$ cat src/rtl/bin2bcd_param.sv
// bin2bcd_param: sequential binary-to-BCD converter (shift-add-3), one input
// bit per clock. Widths are parametrised, with an optional signed mode that
// converts the magnitude and reports the sign separately.
//
// Ports:
//   clk        system clock
//   reset      synchronous, active-high reset
//   start      conversion request, honoured only while ready=1
//   bin        binary operand, captured on the accepted start cycle
//   ready      high while idle
//   done_tick  one-cycle pulse; bcd/blank/neg/overflow valid from here on
//   bcd        DIGITS packed BCD digits, digit 0 in bits [3:0]
//   blank      bit i set when digit i is a leading zero (bit 0 always 0)
//   neg        operand was negative (SIGNED=1 only)
//   overflow   magnitude exceeded 10^DIGITS-1; bcd holds the low digits
//
// State table:
//   IDLE | waiting for start, ready=1
//   OP   | shifting one bit per cycle, BIN_W cycles
//   DONE | results just loaded, done_tick=1
module bin2bcd_param #(
  parameter int BIN_W  = 14,
  parameter int DIGITS = 4,
  parameter int SIGNED = 0
) (
  input  logic                  clk,
  input  logic                  reset,
  input  logic                  start,
  input  logic [BIN_W-1:0]      bin,
  output logic                  ready,
  output logic                  done_tick,
  output logic [4*DIGITS-1:0]   bcd,
  output logic [DIGITS-1:0]     blank,
  output logic                  neg,
  output logic                  overflow
);

  localparam int CNT_W = $clog2(BIN_W + 1);
  // All digits above digit 0 blanked, digit 0 always shown.
  localparam logic [DIGITS-1:0] BLANK_RST = ~DIGITS'(1);

  typedef enum logic [1:0] {IDLE, OP, DONE} state_t;

  state_t                  state;
  logic [BIN_W-1:0]        shift_reg;
  logic [BIN_W-1:0]        mag;
  logic [DIGITS-1:0][3:0]  work;
  logic [DIGITS-1:0][3:0]  corr;
  logic [DIGITS-1:0][3:0]  work_next;
  logic                    ovf_work;
  logic                    ovf_next;
  logic                    neg_pend;
  logic                    is_neg;
  logic [CNT_W-1:0]        count;
  logic [DIGITS-1:0]       blank_next;
  logic                    zero_above;

  assign ready = (state == IDLE);

  // Two's complement negate taken as unsigned, so the most negative value
  // maps onto its true magnitude 2^(BIN_W-1).
  assign is_neg = (SIGNED != 0) && bin[BIN_W-1];
  assign mag    = is_neg ? (~bin + BIN_W'(1)) : bin;

  // One double-dabble step: correct every digit, then shift the whole chain.
  // The carry out of the top digit is exactly the bit that no longer fits.
  always_comb begin
    corr      = '0;
    work_next = '0;
    for (int i = 0; i < DIGITS; i++) begin
      corr[i] = (work[i] > 4'd4) ? (work[i] + 4'd3) : work[i];
    end
    work_next[0] = {corr[0][2:0], shift_reg[BIN_W-1]};
    for (int i = 1; i < DIGITS; i++) begin
      work_next[i] = {corr[i][2:0], corr[i-1][3]};
    end
    ovf_next = ovf_work | corr[DIGITS-1][3];
  end

  // Leading-zero mask for the result about to be loaded.
  always_comb begin
    blank_next = '0;
    zero_above = 1'b1;
    for (int i = DIGITS - 1; i >= 1; i--) begin
      zero_above    = zero_above & (work_next[i] == 4'd0);
      blank_next[i] = zero_above;
    end
  end

  always_ff @(posedge clk) begin
    if (reset) begin
      state     <= IDLE;
      shift_reg <= '0;
      work      <= '0;
      ovf_work  <= 1'b0;
      neg_pend  <= 1'b0;
      count     <= '0;
      bcd       <= '0;
      blank     <= BLANK_RST;
      neg       <= 1'b0;
      overflow  <= 1'b0;
      done_tick <= 1'b0;
    end else begin
      done_tick <= 1'b0;
      case (state)
        IDLE: begin
          if (start) begin
            shift_reg <= mag;
            work      <= '0;
            ovf_work  <= 1'b0;
            neg_pend  <= is_neg;
            count     <= CNT_W'(BIN_W);
            state     <= OP;
          end
        end
        OP: begin
          shift_reg <= shift_reg << 1;
          work      <= work_next;
          ovf_work  <= ovf_next;
          count     <= count - CNT_W'(1);
          if (count == CNT_W'(1)) begin
            // Final step: publish the post-shift values directly.
            state     <= DONE;
            done_tick <= 1'b1;
            bcd       <= work_next;
            blank     <= blank_next;
            neg       <= neg_pend;
            overflow  <= ovf_next;
          end
        end
        DONE: begin
          state <= IDLE;
        end
        default: begin
          state <= IDLE;
        end
      endcase
    end
  end

endmodule

$ cat config.mk
export PLATFORM = sky130hd
export DESIGN_NAME = bin2bcd_param
export DESIGN_NICKNAME = d
export VERILOG_FILES = /design/src/rtl/bin2bcd_param.sv
export SDC_FILE = /design/constraint.sdc
export NUM_CORES = 1
export LEC_CHECK = 0
export BUFFER_PORTS_ARGS = -buffer_cell sky130_fd_sc_hd__buf_2
export CORE_ASPECT_RATIO = 0.5
export CORE_MARGIN = 5
export CORE_UTILIZATION = 35
export CTS_BUF_LIST = sky130_fd_sc_hd__clkbuf_4 sky130_fd_sc_hd__clkbuf_8 sky130_fd_sc_hd__clkbuf_16
export DETAILED_ROUTE_END_ITERATION = 16
export GPL_ROUTABILITY_DRIVEN = 1
export HOLD_SLACK_MARGIN = 0.1
export PLACE_DENSITY = 0.59
export RECOVER_POWER = 100
export SETUP_SLACK_MARGIN = 0.4
export SLEW_MARGIN = 20
export SYNTH_ARGS = -nofsm -noshare
export SYNTH_HDL_FRONTEND = slang
export SYNTH_SLANG_ARGS = --single-unit
$ cat constraint.sdc
create_clock -name clk -period 4.4 [get_ports clk]
set_input_delay 1.32 -clock clk [delete_from_list [all_inputs] [get_ports clk]]
set_output_delay 1.32 -clock clk [all_outputs]
set_load 0.02 [all_outputs]
======== Word level (Yosys, flattened, before mapping) ========
Index checks and enable logic that the tools add are counted.
storage, ports and cells
  register bits ........................... 58
  input port bits ......................... 17
  output and inout port bits .............. 24
  logic and storage cells ................. 54
cells by class
  add/sub/neg operators ................... 5
  $lt $le $gt $ge ......................... 4
  eq/ne operators ......................... 4
  muxes and demuxes ....................... 16
  bitwise logic cells ..................... 4
  reductions and logical operators ........ 9
operator list
  kind                                                                             number
  16-bit one-hot mux with 2 select lines                                           1
  14-bit one-hot mux with 2 select lines                                           1
  4-bit two-way mux                                                                5
  4-bit by 2-bit adder with 4-bit output, second input constant                    4
  4-bit by 3-bit greater-than comparator with 1-bit output, second input constant  4
  16-bit two-way mux                                                               1
  14-bit two-way mux                                                               1
  4-bit zero test                                                                  3
  4-bit one-hot mux with 2 select lines                                            1
  2-bit AND reduction                                                              3
  4-bit by 1-bit == test with 1-bit output, second input constant                  1
  2-bit two-way mux                                                                2
  2-bit inequality test, second input constant                                     2
  2-bit one-hot mux with 2 select lines                                            1
  4-bit by 1-bit subtractor with 4-bit output, second input constant               1
  1-bit AND                                                                        2
  2-bit by 1-bit == test with 1-bit output, second input constant                  1
  2-bit zero test                                                                  1
  1-bit two-way mux                                                                2
  1-bit one-hot mux with 2 select lines                                            1
  2-bit nonzero test                                                               1
  2-bit OR reduction                                                               1
  1-bit NOT                                                                        1
  1-bit bitwise OR                                                                 1

======== Depth between registers and ports, before layout ========
Gate-level depths: netlist of the first run.
  depth in word-level cells ............... 5
  gate-level depth with buffers ........... 8
  gate-level depth less buffers ........... 7

======== Worst setup path before layout of the first run ========
OpenSTA, ideal clock, no wires.
  path type ............................... input -> register
  start ................................... input port start
  end ..................................... register work[1] in the netlist's numbering
  library setup time ...................... 0.065 ns
  arrival time ............................ 2.414 ns
  required time ........................... 4.335 ns
  path slack .............................. 1.921 ns
  cell stages on the path ................. 5
  cells stage by stage .................... clkbuf_1 o21ai_1 clkbuf_1 a22oi_1 nor2_1
on the way
  longest elaborated chain between the ends .. 2
ends and longest elaborated chain
  item                             RTL line  source
  from (decl)                      28        input logic start,
  2-bit inequality test (no line)  n/a
  2-bit AND reduction (no line)    n/a
  to (signal assigned)             118       work <= work_next;
  to (decl)                        47        logic [DIGITS-1:0][3:0] work;
Every way passes these cells.
A chain may end at the register's enable or synchronous reset.

======== Final worst setup path of the first run ========
  start ................................... input port reset
  end ..................................... register bcd[12]
RTL lines
  item                  RTL line  source
  from (decl)           27        input logic reset,
  to (signal assigned)  125       bcd <= work_next;
  to (decl)             32        output logic [4*DIGITS-1:0] bcd,
No word-level cell between the ends.

==> results of run 1 <==
## metrics by stage
step | hold slack (ps) | power [uW]
finish | 449.9 | 1361
global route | 466.2 | 1419
CTS | 451.6 | 1381
detailed placement | 445.0 | 689.3
global placement | 442.1 | 686.5
floorplan | 436.8 | 657.4
## where the power goes
group / total, uW / internal, uW / switching [uW] / leakage, uW
Sequential: 567 / 548 / 18.6 / 0.000473
Clock: 685 / 460 / 225 / 0.000149
Combinational: 109 / 41.9 / 66.9 / 0.000699
## worst paths after layout
path	to	from	slack, ps	depth (start not counted)
max	bcd[12]$_SDFFE_PP0P_	reset	1170	3
min	bcd[0]$_SDFFE_PP0P_	bcd[0]$_SDFFE_PP0P_	450	2
max reg2reg	blank[1]$_SDFFE_PP1P_	state[0]$_SDFFE_PP0P_	1420	5
min reg2reg	bcd[0]$_SDFFE_PP0P_	bcd[0]$_SDFFE_PP0P_	450	2
## cells by family after synthesis
| logic type | count (synthesis) | synth area share (%) |
|---|---|---|
| AOI/OAI and AO/OA | 78 | 19.53 |
| xor gates and xnor gates | 4 | 1.299 |
| other | 1 | 0.1390 |
| muxes | 7 | 2.783 |
| adders and majority gates | 9 | 4.174 |
| and+or+nand+nor | 144 | 23.01 |
| DFF | 58 | 43.04 |
| buffers and inverters | 40 | 6.029 |
## final cells by class
cell class                      instances  area (sq um)  area share (%)
Clock buffer                           12         254.0           7.939
Clock inverter                          3         40.04           1.251
Inverter                               18         67.56           2.112
Multi-Input combinational cell        244          1378           43.06
Sequential cell                        58          1161           36.29
Tap cell                               96         120.1           3.754
Timing Repair Buffer                   42         178.9           5.593
## worst max-delay path: stages
cell	delay [ps]
clkbuf_1	1010
clkbuf_1	880
nor3_1	150
## layout by cell type, fill, tap and decap left out, types with 2 or more instances in the layout
master,n
a211oi_1,8
a21o_1,2
a21oi_1,21
a22oi_1,14
a2bb2oi_1,10
a31oi_1,2
buf_2,14
clkbuf_1,27
clkbuf_16,9
clkbuf_4,2
clkinv_2,2
conb_1,2
dfxtp_1,58
ha_1,9
inv_1,17
mux2i_1,6
nand2_1,29
nand2b_1,2
nand3_1,5
nor2_1,75
nor2b_1,4
nor3_1,20
nor3b_1,2
o21ai_0,10
o221ai_1,2
xnor2_1,4
## routing by layer
layer	share of wire, %	GRT usage, %	vias to the layer above	routed length (um)
li1	-	-	1223	-
met1	51	17.47	1096	3156
met2	43	21.46	41	2700
met3	4.4	5.055	13	275
met4	1.7	5.982	0	107
met5	0	0	-	0
==> impl_metrics.yaml, run 1 <==
run_status:
  status: "complete, no violations"
cells_and_area:
  n_antenna_cell: 0
  final_util_pct: 43.21
  final_nets: 399
  num-fill-cells: 746
  drive_gt1_share_pct: 9.019
  final_cells: 473
  syn_to_final_growth_pct: 18.60
  fin_area_sq_um: 3199
sta:
  max_slew_margin_pct: 4.930
  skew_ps: 4.352
  finalMaxSlewViolations: 0
  setup_viol: 0
  fmax_mhz: 309.4
  worst_slack_ps: 1168
  layout_min_cycle_time_ps: 3232
  tns_ps: 0
  rsz0062_at_grt: "no"
  worst_pin_slew_ps: 1426
  final_hold_viol_count: 0
  period_share_pct: 73.45
pwr:
  powerDensity_nw_per_um2: 425.3
  peakVddDrop_mv: 0.2108
  p_leak_uw: 0.001321
floorplanning:
  core_area_sq_um: 7405
  dieArea_sq_um: 9670
  start_util_pct: 36.43
  die_h_um: 72.08
  row_count: 22
  die_w_um: 134.2
  io_pins: 41
placement:
  place.gp.congestion: 0.8438
  placed_cells: 458
  io_buffers: 38
  dp.final_hpwl_mm: 4.199
  dp_slack_ps: 1684
  placed_cell_area_sq_um: 2947
yosys:
  synth_edf_count: 0
  ys_top_cells_by_area: "dfxtp_1 (43%), nor2_1 (10%), ha_1 (4.2%)"
  synth_seq_cells: 58
  yosys.area.top_type: "dfxtp_1"
  ys_warn_count: 0
  async_reset_ff_share_pct: 0
  syn_area_sq_um: 2698
  ys_types: 43
  synth_ff_type: "dfxtp_1"
  synthCells: 341
  yosysMostFrequentCell: "nor2_1"
  yosysTopAreaCellShare_pct: 43.04
  syn_avg_cell_area_sq_um: 7.911
  synth.yosys.seq_area_share_pct: 43.04
  synth_commonest_cells: "nor2_1 (75), dfxtp_1 (58), nand2_1 (29)"
clocking:
  cts_buffer_depth: 2
  tritoncts: "built"
  post_cts_buffers: 0
  ctsHoldBuffers: 0
  numCtsBuffers: 9
  clkSinkCount: 58
  htreeDepth: 3
  cts_resized: 0
  root_buffer: "clkbuf_16"
  clk_pin_slew_ps: 50
  clock_latency_ps: 320
critical_path:
  cp-end-kind: "flip-flop"
  cp_max_fo: 32
  arrival_ps: 3390
  cp-start-kind: "input pin"
  critPathKind: "in -> reg"
  cp.required_ps: 4550
detailed_routing:
  vias_per_cell: 5.017
  wire_per_inst_um: 13.19
  drt_first_pass_iters: 4
  wirelength_mm: 6.239
  drt_iter0_drc: 157
  ant_nets: 0
  remaining_drc_errors: 0
  vias: 2373
run:
  max_cap_violations: 0
grt:
  grt_antenna_before_repair: 0
  grt_usage_pct: 13.81
  grt_pass1_vias: 2296
  grt_max_degree: 33
  globalRoute.totalOverflow: 0
  grt_pass1_wl_mm: 10.71
hold_path:
  worst_hold_path_type: "reg -> reg"
Note: power is estimated with default switching activity, not from simulation.
==> run 2, diff against run 1 <==
Clock period 4.4 ns to 3.16 ns, I/O delays scaled along.
==> impl_metrics.yaml, run 2 (synthesis gave the netlist of run 1 again) <==
detailed_routing:
  maxUsedRoutingLayer: "met4"
  route.met2.wl_mm: 2.777
  ant_nets: 0
  vias: 2409
  vias_per_cell: 5.061
  drt_first_pass_iters: 4
  wirelength_mm: 6.295
  wire_per_inst_um: 13.22
  drt_iter0_drc: 200
  remaining_drc_errors: 0
  wl_met3_um: 354
  wl_met1_mm: 3.065
sta:
  rsz0062_at_grt: "no"
  period_share_pct: 78.80
  final_hold_viol_count: 0
  fmax_mhz: 401.6
  max_slew_margin_pct: 35.44
  skew_ps: 4.458
  layout_min_cycle_time_ps: 2490
  worst_pin_slew_ps: 968.4
  tns_ps: 0
  setup_viol: 0
  finalMaxSlewViolations: 0
cells_and_area:
  drive_gt1_share_pct: 10.00
  n_antenna_cell: 0
  syn_to_final_growth_pct: 19.48
  layout_commonest_cell: "nor2_1"
  final_nets: 402
  final_util_pct: 43.53
  layout_common_cells: "nor2_1 (75), dfxtp_1 (58), nand2_1 (29), clkbuf_1 (26), a21oi_1 (21)"
clocking:
  clkSinkCount: 58
  cts_resized: 0
  root_buffer: "clkbuf_16"
  tritoncts: "built"
  clk_pin_slew_ps: 50
  htreeDepth: 3
  clock_latency_ps: 320
  post_cts_buffers: 0
  numCtsBuffers: 9
  ctsHoldBuffers: 0
  cts_buffer_depth: 2
critical_path:
  reg2reg_from: "state[0]$_SDFFE_PP0P_"
  slowest_delay_ps: 760
  cp.required_ps: 3420
  r2r_end: "bcd[3]$_SDFFE_PP0P_"
  cp_max_fo: 19
  rrSetupSlack_ps: 740
  arrival_ps: 2750
  crit_end: "work[7]$_SDFFE_PP0P_"
  path_cells: "clkbuf_1 -> o21ai_0 -> clkbuf_1 -> a22oi_1 -> nor2_1"
  cp-end-kind: "flip-flop"
  critPathKind: "in -> reg"
  worst_path_most_repeated_cell: "clkbuf_1"
  crit_path_top_delay_cell: "clkbuf_1"
  crit_start: "start"
  reg2regPathDepth: 6
  cp-start-kind: "input pin"
grt:
  grt_max_degree: 24
  globalRoute.totalOverflow: 0
  grt_antenna_before_repair: 0
  grt_usage_pct: 13.68
  grt_pass1_wl_mm: 10.68
  grt_pass1_vias: 2296
pwr:
  p_switching_uw: 429.9
  power_frac_clock_pct: 50.1
  p_seq_share_pct: 41.3
  p_int_uw: 1465
  p_sw_share_pct: 22.69
  powerDensity_nw_per_um2: 587.8
  comb_power_share_pct: 8.7
  peakVddDrop_mv: 0.2447
  p_leak_uw: 0.001337
hold_path:
  worst_hold_path_type: "reg -> reg"
floorplanning:
  core_area_sq_um: 7405
  die_h_um: 72.08
  start_util_pct: 36.43
  io_pins: 41
  row_count: 22
  die_w_um: 134.2
  dieArea_sq_um: 9670
placement:
  dp.final_hpwl_mm: 4.377
  io_buffers: 38
  place.gp.congestion: 0.7826
run_status:
  status: "complete, no violations"
run:
  max_cap_violations: 0
==> run 2: cell types whose count changed in the layout (fill, tap and decap cells not counted), sizes merged <==
cell | previous run | this run
buf | 15 | 19
clkbuf | 39 | 38
==> run 2: worst min-delay path by stage <==
stage	from	to	slack (ps)	depth (start not counted)
after floorplan	shift_reg[8]$_SDFFE_PP0P_	shift_reg[8]$_SDFFE_PP0P_	440	2
after global placement	bcd[14]$_SDFFE_PP0P_	bcd[14]$_SDFFE_PP0P_	450	2
after detailed placement	bcd[10]$_SDFFE_PP0P_	bcd[10]$_SDFFE_PP0P_	450	2
after CTS	bcd[10]$_SDFFE_PP0P_	bcd[10]$_SDFFE_PP0P_	450	2
after global routing	bcd[14]$_SDFFE_PP0P_	bcd[14]$_SDFFE_PP0P_	480	2
final	bcd[10]$_SDFFE_PP0P_	bcd[10]$_SDFFE_PP0P_	450	2
==> run 2: per-stage QoR <==
step,instances,cell area (sq um),setup slack [ps],hold slack [ps],power [uW]
global placement,461,2969,932.8,446.2,958.8
finish,476,3223,669.9,451.7,1894
CTS,476,3263,883.4,454.0,1929
detailed placement,461,2969,876.0,447.2,964.6
global route,476,3223,445.2,479.1,1977
floorplan,342,2701,1053,436.8,915.4
==> run 2: layer usage <==
metal | global-route usage (%) | up-vias
met5 | 0 | -
met4 | 5.869 | 0
met1 | 17.34 | 1106
met2 | 21.86 | 61
met3 | 4.224 | 9
li1 | - | 1233
==> run 2: critical path: cells and delay by family <==
family | cells | cell delay (ps)
buffers and inverters | 2 | 1070
AND/OR/NAND/NOR | 1 | 140
AO/OA/AOI/OAI | 2 | 570
==> run 2: layout make-up <==
cell class,count,area (sq um)
clock buffers,12,254.0
clock inverters,3,40.04
fillers,745,4182
inverters,18,67.56
multi-input cells,244,1378
flip-flops and latches,58,1161
well taps,96,120.1
repair buffers,45,202.7
==> run 2: power by group through the flow <==
stage / Sequential, uW / Clock (uW) / Combinational [uW]
finish: 782 / 948 / 164
global placement: 795 / 0 / 164
floorplan: 797 / 0 / 119
global route: 785 / 1010 / 187
CTS: 782 / 978 / 169
detailed placement: 796 / 0 / 168
==> run 3, diff against run 2 <==
Clock period 3.16 ns to 2.3 ns, I/O delays scaled along.
==> impl_metrics.yaml, run 3 (synthesis gave the netlist of run 1 again) <==
run_status:
  status: "complete, no violations"
sta:
  finalMaxSlewViolations: 0
  rsz0062_at_grt: "yes"
  period_share_pct: 87.34
  fmax_mhz: 497.8
  worst_slack_ps: 291.3
  final_hold_viol_count: 0
  max_slew_margin_pct: 57.41
  setup_viol: 0
  worst_pin_slew_ps: 638.0
  skew_ps: 4.664
  tns_ps: 0
  layout_min_cycle_time_ps: 2009
clocking:
  cts_buffer_depth: 2
  tritoncts: "built"
  root_buffer: "clkbuf_16"
  htreeDepth: 3
  numCtsBuffers: 9
  ctsHoldBuffers: 0
  clk_pin_slew_ps: 50
  clock_latency_ps: 320
  clkSinkCount: 58
placement:
  dp.final_hpwl_mm: 4.465
  dp_slack_ps: 473.2
  io_buffers: 38
  place.gp.congestion: 0.8219
cells_and_area:
  layout_common_cells: "nor2_1 (75), dfxtp_1 (56), nand2_1 (29), clkbuf_1 (24), a21oi_1 (21)"
  n_antenna_cell: 0
  layout_commonest_cell: "nor2_1"
  num-fill-cells: 772
  multi_input_area_sq_um: 1404
  drive_gt1_share_pct: 13.21
  syn_to_final_growth_pct: 22.87
  final_nets: 407
  final-seq-area_sq_um: 1166
floorplanning:
  start_util_pct: 36.43
  die_w_um: 134.2
  die_h_um: 72.08
  core_area_sq_um: 7405
  dieArea_sq_um: 9670
  io_pins: 41
  row_count: 22
grt:
  use_met1_pct: 17.55
  grt_pass1_vias: 2330
  grt_max_degree: 23
  grt_pass1_wl_mm: 11.05
  grt_antenna_before_repair: 0
  globalRoute.totalOverflow: 0
  busiest_layer: "met2"
  grt_usage_pct: 14.29
  met3_usage_pct: 5.471
  grtUsageMet2_pct: 22.92
pwr:
  powerDensity_nw_per_um2: 803.6
  peakVddDrop_mv: 0.3672
  p_leak_uw: 0.001398
detailed_routing:
  drt_first_pass_iters: 4
  vias_per_cell: 5.010
  vias: 2415
  wire_per_inst_um: 13.14
  wirelength_mm: 6.335
  drt_iter0_drc: 139
  ant_nets: 0
  remaining_drc_errors: 0
critical_path:
  slowest_delay_ps: 720
  critPathKind: "reg -> out"
  cp-end-kind: "output pin"
  cp_top_family: "flip-flops"
  reg2regPathDepth: 7
  crit_path_top_delay_cell: "dfxtp_1"
  path_cells: "nor2_1 -> clkbuf_1"
  cp.required_ps: 1610
  cp.depth: 2
  cp_max_fo: 18
  arrival_ps: 1320
  cp.buffers_inverters: 1
  cp-start-kind: "flip-flop"
run:
  max_cap_violations: 0
hold_path:
  worst_hold_path_type: "reg -> reg"
  hold_path_depth: 2
## run 3: cell count changes in the layout (fill, tap and decap cells not counted), sizes merged
cell / before / now
clkbuf: 38 / 39
clkinv: 2 / 1
buf: 19 / 25
## run 3: worst min-delay path, stage by stage, from the launching register on
cell and delay [ps]:
dfxtp_1 300, nand2_1 50, a21oi_1 50
## run 3: per-layer routing
layer  part of all wire (%)  routed length [um]  vias to the layer above
met2                     45                2838                       51
li1                       -                   -                     1247
met4                    1.4                  91                        0
met5                      0                   0                        -
met1                     49                3092                     1108
met3                    4.9                 312                        9
## run 3: metrics by stage
step / instances / area (sq um) / utilization [%] / hold WS (ps) / total power [uW]
floorplan: 342 / 2701 / - / 436.8 / 1258
global placement: 465 / 2999 / 40.50 / 440.5 / 1322
detailed placement: 465 / 2999 / 40.50 / 444.8 / 1327
CTS: 481 / 3311 / 44.71 / 451.8 / 2707
global route: 482 / 3314 / 44.76 / 467.0 / 2798
finish: 482 / 3314 / 44.76 / 450.8 / 2663
## run 3: layout make-up
type,count,area share (%)
well taps,96,3.624
inverters,18,2.039
multi-input cells,244,42.36
clock buffers,14,8.305
clock inverters,2,1.057
flip-flops and latches,58,35.18
repair buffers,50,7.437
## run 3: power by group
group | leakage, uW | switching, uW | internal (uW)
Sequential | 0.000474 | 29.5 | 1050
Clock | 0.000157 | 428 | 930
Combinational | 0.000767 | 138 | 90.9
## run 3: final timing paths
check | slack (ps) | to | start
worst max-delay path | 290 | ready | state[1]$_SDFFE_PP0P_
worst min-delay path | 450 | bcd[0]$_SDFFE_PP0P_ | bcd[0]$_SDFFE_PP0P_
worst max register to register | 350 | blank[1]$_SDFFE_PP1P_ | work[13]$_SDFFE_PP0P_
worst min register to register | 450 | bcd[0]$_SDFFE_PP0P_ | bcd[0]$_SDFFE_PP0P_
## run 3: repair_timing
action                                  CTS  global route
endpoints found under the setup margin    1             2
gates resized for setup                   1            13
pin swaps                                 0             1
endpoints found under the hold margin     0             0
setup buffers                             0             1
